File: config.mk
export PLATFORM = sky130hd
export DESIGN_NAME = regfile_scoreboard
export DESIGN_NICKNAME = d
export VERILOG_FILES = /design/src/rtl/regfile_scoreboard.sv
export SDC_FILE = /design/constraint.sdc
export NUM_CORES = 2
export LEC_CHECK = 0
export CORE_ASPECT_RATIO = 1.75
export CORE_UTILIZATION = 45
export CTS_CLUSTER_DIAMETER = 40
export DETAILED_ROUTE_END_ITERATION = 10
export PLACE_DENSITY = 0.61
export SETUP_SLACK_MARGIN = 0.5
export SYNTH_ARGS = -nofsm -noshare
export SYNTH_HDL_FRONTEND = slang
export SYNTH_SLANG_ARGS = --single-unit
File: constraint.sdc
create_clock -name clk -period 34.3 [get_ports clk]
set_input_delay 5.145 -clock clk [delete_from_list [all_inputs] [get_ports clk]]
set_output_delay 5.145 -clock clk [all_outputs]
set_load 0.01 [all_outputs]
File: src/rtl/regfile_scoreboard.sv
// Two-read/two-write register file with write-to-read bypass and a pending-load busy scoreboard.
// Reads are combinational (0 cycles), state updates take 1 edge; no back-pressure, every request is accepted.
module regfile_scoreboard #(
  parameter int DATA_W   = 32,
  parameter int ADDR_W   = 5,
  parameter int ZERO_REG = 1
) (
  input  logic              clk,
  input  logic              rst,
  input  logic [ADDR_W-1:0] raddr1,
  input  logic [ADDR_W-1:0] raddr2,
  output logic [DATA_W-1:0] rdata1,
  output logic [DATA_W-1:0] rdata2,
  output logic              rbusy1,
  output logic              rbusy2,
  input  logic              wen0,
  input  logic [ADDR_W-1:0] waddr0,
  input  logic [DATA_W-1:0] wdata0,
  input  logic              wen1,
  input  logic [ADDR_W-1:0] waddr1,
  input  logic [DATA_W-1:0] wdata1,
  input  logic              mark_en,
  input  logic [ADDR_W-1:0] mark_addr,
  output logic [ADDR_W:0]   busy_cnt,
  output logic              err
);

  localparam int DEPTH = 1 << ADDR_W;

  logic [DATA_W-1:0] mem [DEPTH];
  logic [DEPTH-1:0]  busy;
  logic [DEPTH-1:0]  busy_nxt;
  logic [ADDR_W:0]   cnt_nxt;
  logic              we0;
  logic              we1;
  logic              mark;
  logic              err_set;
  logic              zr1;
  logic              zr2;

  function automatic logic is_zero(input logic [ADDR_W-1:0] a);
    return (ZERO_REG != 0) && (a == '0);
  endfunction

  // Requests aimed at the hardwired zero register are dropped before touching any state.
  assign we0  = wen0 && !is_zero(waddr0);
  assign we1  = wen1 && !is_zero(waddr1);
  assign mark = mark_en && !is_zero(mark_addr);
  assign zr1  = is_zero(raddr1);
  assign zr2  = is_zero(raddr2);

  // Set after clear: a load issued in the same cycle its predecessor returns keeps the register busy.
  always_comb begin
    busy_nxt = busy;
    if (we1) busy_nxt[waddr1] = 1'b0;
    if (mark) busy_nxt[mark_addr] = 1'b1;
  end

  always_comb begin
    cnt_nxt = '0;
    for (int i = 0; i < DEPTH; i++) begin
      cnt_nxt = cnt_nxt + {{ADDR_W{1'b0}}, busy_nxt[i]};
    end
  end

  assign err_set = (we1 && !busy[waddr1]) ||
                   (mark && busy[mark_addr] && !(we1 && (waddr1 == mark_addr)));

  // Port 0 assigned last so the ALU result wins a same-address collision.
  always_ff @(posedge clk or posedge rst) begin
    if (rst) begin
      for (int i = 0; i < DEPTH; i++) begin
        mem[i] <= '0;
      end
    end else begin
      if (we1) mem[waddr1] <= wdata1;
      if (we0) mem[waddr0] <= wdata0;
    end
  end

  always_ff @(posedge clk or posedge rst) begin
    if (rst) begin
      busy     <= '0;
      busy_cnt <= '0;
      err      <= 1'b0;
    end else begin
      busy     <= busy_nxt;
      busy_cnt <= cnt_nxt;
      if (err_set) err <= 1'b1;
    end
  end

  always_comb begin
    rdata1 = mem[raddr1];
    if (zr1)                           rdata1 = '0;
    else if (wen0 && waddr0 == raddr1) rdata1 = wdata0;
    else if (wen1 && waddr1 == raddr1) rdata1 = wdata1;
  end

  always_comb begin
    rdata2 = mem[raddr2];
    if (zr2)                           rdata2 = '0;
    else if (wen0 && waddr0 == raddr2) rdata2 = wdata0;
    else if (wen1 && waddr1 == raddr2) rdata2 = wdata1;
  end

  assign rbusy1 = busy[raddr1] && !(wen1 && (waddr1 == raddr1));
  assign rbusy2 = busy[raddr2] && !(wen1 && (waddr1 == raddr2));

endmodule

==> flow_summary.ini <==
[detailed_routing]
wirelength_mm = 305
drtPass1Iterations = 6
wl_met1_mm = 103
highest_layer = met5
ant_nets = 0
vias_per_cell = 6.91
wl_per_cell_um = 36.0
drcViolationCount = 0
dr_wl_met2_mm = 132
first_iter_violations = 8159
routed-via-count = 58500
wl_met3_mm = 40.6

[worst_setup_path]
crit_path_start_kind = primary input
arrival_ns = 10.48
reg2reg_to = busy_cnt[4]
criticalPathCategory = primary input to primary output
crit_path_end = rdata2[23]
worst-r2r-setup-slack_ns = 29.10
critPathLaunch = raddr2[0]
r2r-start = busy[23]
required_ns = 29.15
path_max_fanout = 84
reg2regPathDepth = 17
cp-end-kind = primary output

[min_path]
min_path_cells = 0
hold_start = mem[998]
hold_class = flip-flop to flip-flop

[yosys]
synth_flop_cell = dfrtp_1
synth_edf_count = 0
synth_fa_ha_area_share_pct = 0.829
syn_nets = 6822
synthCells = 6697
synthArstFlopShare_pct = 100
synth_top_family_by_area = multiplexers
syn_area_per_cell_um2 = 10.2
synth_xor_area_share_pct = 0.358
yosysWarnings = 0
ys_types = 68
ys_seq_area_share_pct = 38.8
synth-seq-cells = 1063
muxShareOfSynthArea_pct = 32.3
synthSimpleGateAreaFrac_pct = 8.73
synth_area_um2 = 68500
synth_compound_area_share_pct = 13.1

[timing]
finalHoldViolCount = 0
slew_headroom_pct = -2.98
tns_ns = 0
finalCritPeriodShare_pct = 45.6
finalMaxSlewViolations = 19
rsz0062_at_grt = no
fmax_ghz = 0.0640
setup_viol = 0
skew_ns = 0.0132
setup_ws_ns = 18.67
tightest_slew_ns = 1.54
period_minus_slack_ns = 15.63

[clock_tree]
cts_max_level = 4
cts_made_buffers = 133
clk_pin_slew_worst_paths_ns = 0.06
clock-sinks = 1063
cts_tree = yes
cts_root_buffer = clkbuf_16
clockBufferDepth = 3
cts_resized = 0
post_cts_buffers = 0
holdBufCountCts = 0
clock_latency_ns = 0.81

[power_and_ir_drop]
p_total_mw = 4.96
power.internal_mw = 3.29
vdd_drop_max_mv = 0.184
switching_share_pct = 33.8
clock_power_share_pct = 30.5
seqPwrFrac_pct = 37.7
power.density_nw_per_um2 = 65.6
switching_power_mw = 1.68
comb_power_share_pct = 31.8
leakage_nw = 34.3

[finish]
final-instance-count-excl-fill = 8466
drive_gt1_share_pct = 15.6
final_util_pct = 50.0
fill_cells = 13700
nets = 6471
area_growth_pct = 10.5

[placement]
port_buffers = 166
dp_hpwl_mm = 171
dp.cells = 8216
dp_slack_ns = 18.89
place.gp.congestion = 0.950

[die]
row_count = 189
core_um2 = 151000
ios = 167
die-area_um2 = 154000
fp.dieW_um = 297
start_util_pct = 45.2
die_y_um = 518

[outcome]
status = finished, violations left
violations = capacitance limit, slew limit

[global_routing]
grt_max_degree = 164
grt.overflow.total = 0
grt_pass1_wl_mm = 430
grt_pass1_vias = 57200
antenna_found_initial = 19
grt_usage_pct = 39.1

[run]
cap_violations = 1
-- through the flow --
| stage | hold WS, ns | instance area, um2 |
|---|---|---|
| 6_report | 0.401 | 75700 |
| 5_1_grt | 0.413 | 75700 |
| 2_1_floorplan | 0.445 | 68500 |
| 3_3_place_gp | 0.381 | 71100 |
| 3_5_place_dp | 0.387 | 71100 |
| 4_1_cts | 0.400 | 75700 |
-- cells in the final DEF, fill, tap and decap left out, drive strengths merged, types with 16 or more instances in the layout --
cell / Yosys / layout
dfrtp: 1063 / 1063
o22ai: 47 / 47
fa: 24 / 24
o21ai: 366 / 366
nor4: 16 / 16
o2bb2ai: 32 / 32
a32oi: 53 / 53
mux2i: 1197 / 1197
clkinv: 12 / 38
a21oi: 736 / 736
clkdlybuf4s50: 0 / 156
buf: 288 / 205
mux4: 412 / 412
nand2: 415 / 415
and4: 32 / 32
nor2: 738 / 738
mux2: 79 / 79
a22o: 51 / 51
bufinv: 0 / 17
a31oi: 46 / 46
a22oi: 168 / 168
clkbuf: 559 / 172
nand4: 19 / 19
nor3: 67 / 67
inv: 62 / 78
nand3: 67 / 67
-- power groups by stage --
stage | combinational, mW | clock (mW) | sequential [mW]
CTS | 1.56 | 1.52 | 1.86
global placement | 1.52 | 0 | 1.86
global route | 1.73 | 1.56 | 1.91
floorplan | 1.17 | 0 | 1.79
detailed placement | 1.56 | 0 | 1.88
finish | 1.58 | 1.51 | 1.87
-- registers in the layout, indices dropped and copies added (netlist names) --
name and flops:
busy 32, busy_cnt 6, err 1, mem 1024
-- cell families after synthesis --
group,Yosys count
multiplexers,1688
buffers and inverters,921
AO/OA/AOI/OAI,1552
AND/OR/NAND/NOR,1414
adder cells (fa/ha/maj),31
XOR/XNOR,28
flip-flops,1063
-- critical path, cell delays in order --
cell,delay [ns]
buf_8,0.47
buf_12,0.66
xnor2_1,0.14
nand4_1,0.12
buf_4,0.27
or2_2,0.98
nand4_1,1.20
o221ai_1,0.62
clkdlybuf4s50_1,0.62
-- routing by layer --
layer | track usage, % | vias up
met5 | 0.219 | -
met4 | 31.6 | 22
met3 | 13.4 | 1451
met2 | 57.6 | 4558
met1 | 46.3 | 28700
li1 | - | 23700
-- Yosys cell counts, drive strengths merged, types with 7 or more instances --
cell type  number  share of area [%]
a2111oi         9               0.12
a21oi         736                5.4
a22o           51               0.65
a22oi         168                1.8
a31oi          46               0.42
a32oi          53               0.68
and3           11               0.10
and4           32               0.41
buf           288                2.3
clkbuf        559                3.1
clkinv         12              0.066
dfrtp        1063                 39
fa             24               0.70
ha              7               0.13
inv            62               0.34
mux2           79                1.3
mux2i        1197                 17
mux4          412                 14
nand2         415                2.3
nand2b          8              0.073
nand3          67               0.50
nand4          19               0.18
nor2          738                4.1
nor2b          11               0.10
nor3           67               0.51
nor4           16               0.16
o211ai          7              0.077
o21ai         366                2.7
o221ai         12               0.15
o22ai          47               0.43
o2bb2ai        32               0.41
o31ai          12               0.13
xnor2          13               0.17
xor2           15               0.19
-- worst min-delay path by stage --
stage | slack [ns] | endpoint
final | 0.40 | mem[998]
after global placement | 0.38 | mem[995]
after CTS | 0.40 | mem[1017]
after floorplan | 0.45 | mem[1001]
after global routing | 0.41 | mem[998]
after detailed placement | 0.39 | mem[1017]
-- final cells by class --
type                    count  area (um2)  area share [%]
inverters                  74         282           0.372
multi-input cells        4713       38400            50.8
clock buffers             172        3700            4.89
flip-flops and latches   1063       26600            35.1
clock inverters            70         917            1.21
well taps                2005        2510            3.31
diodes                      8        20.0          0.0264
repair buffers            361        3220            4.25
Note: power is estimated with default switching activity, not from simulation.
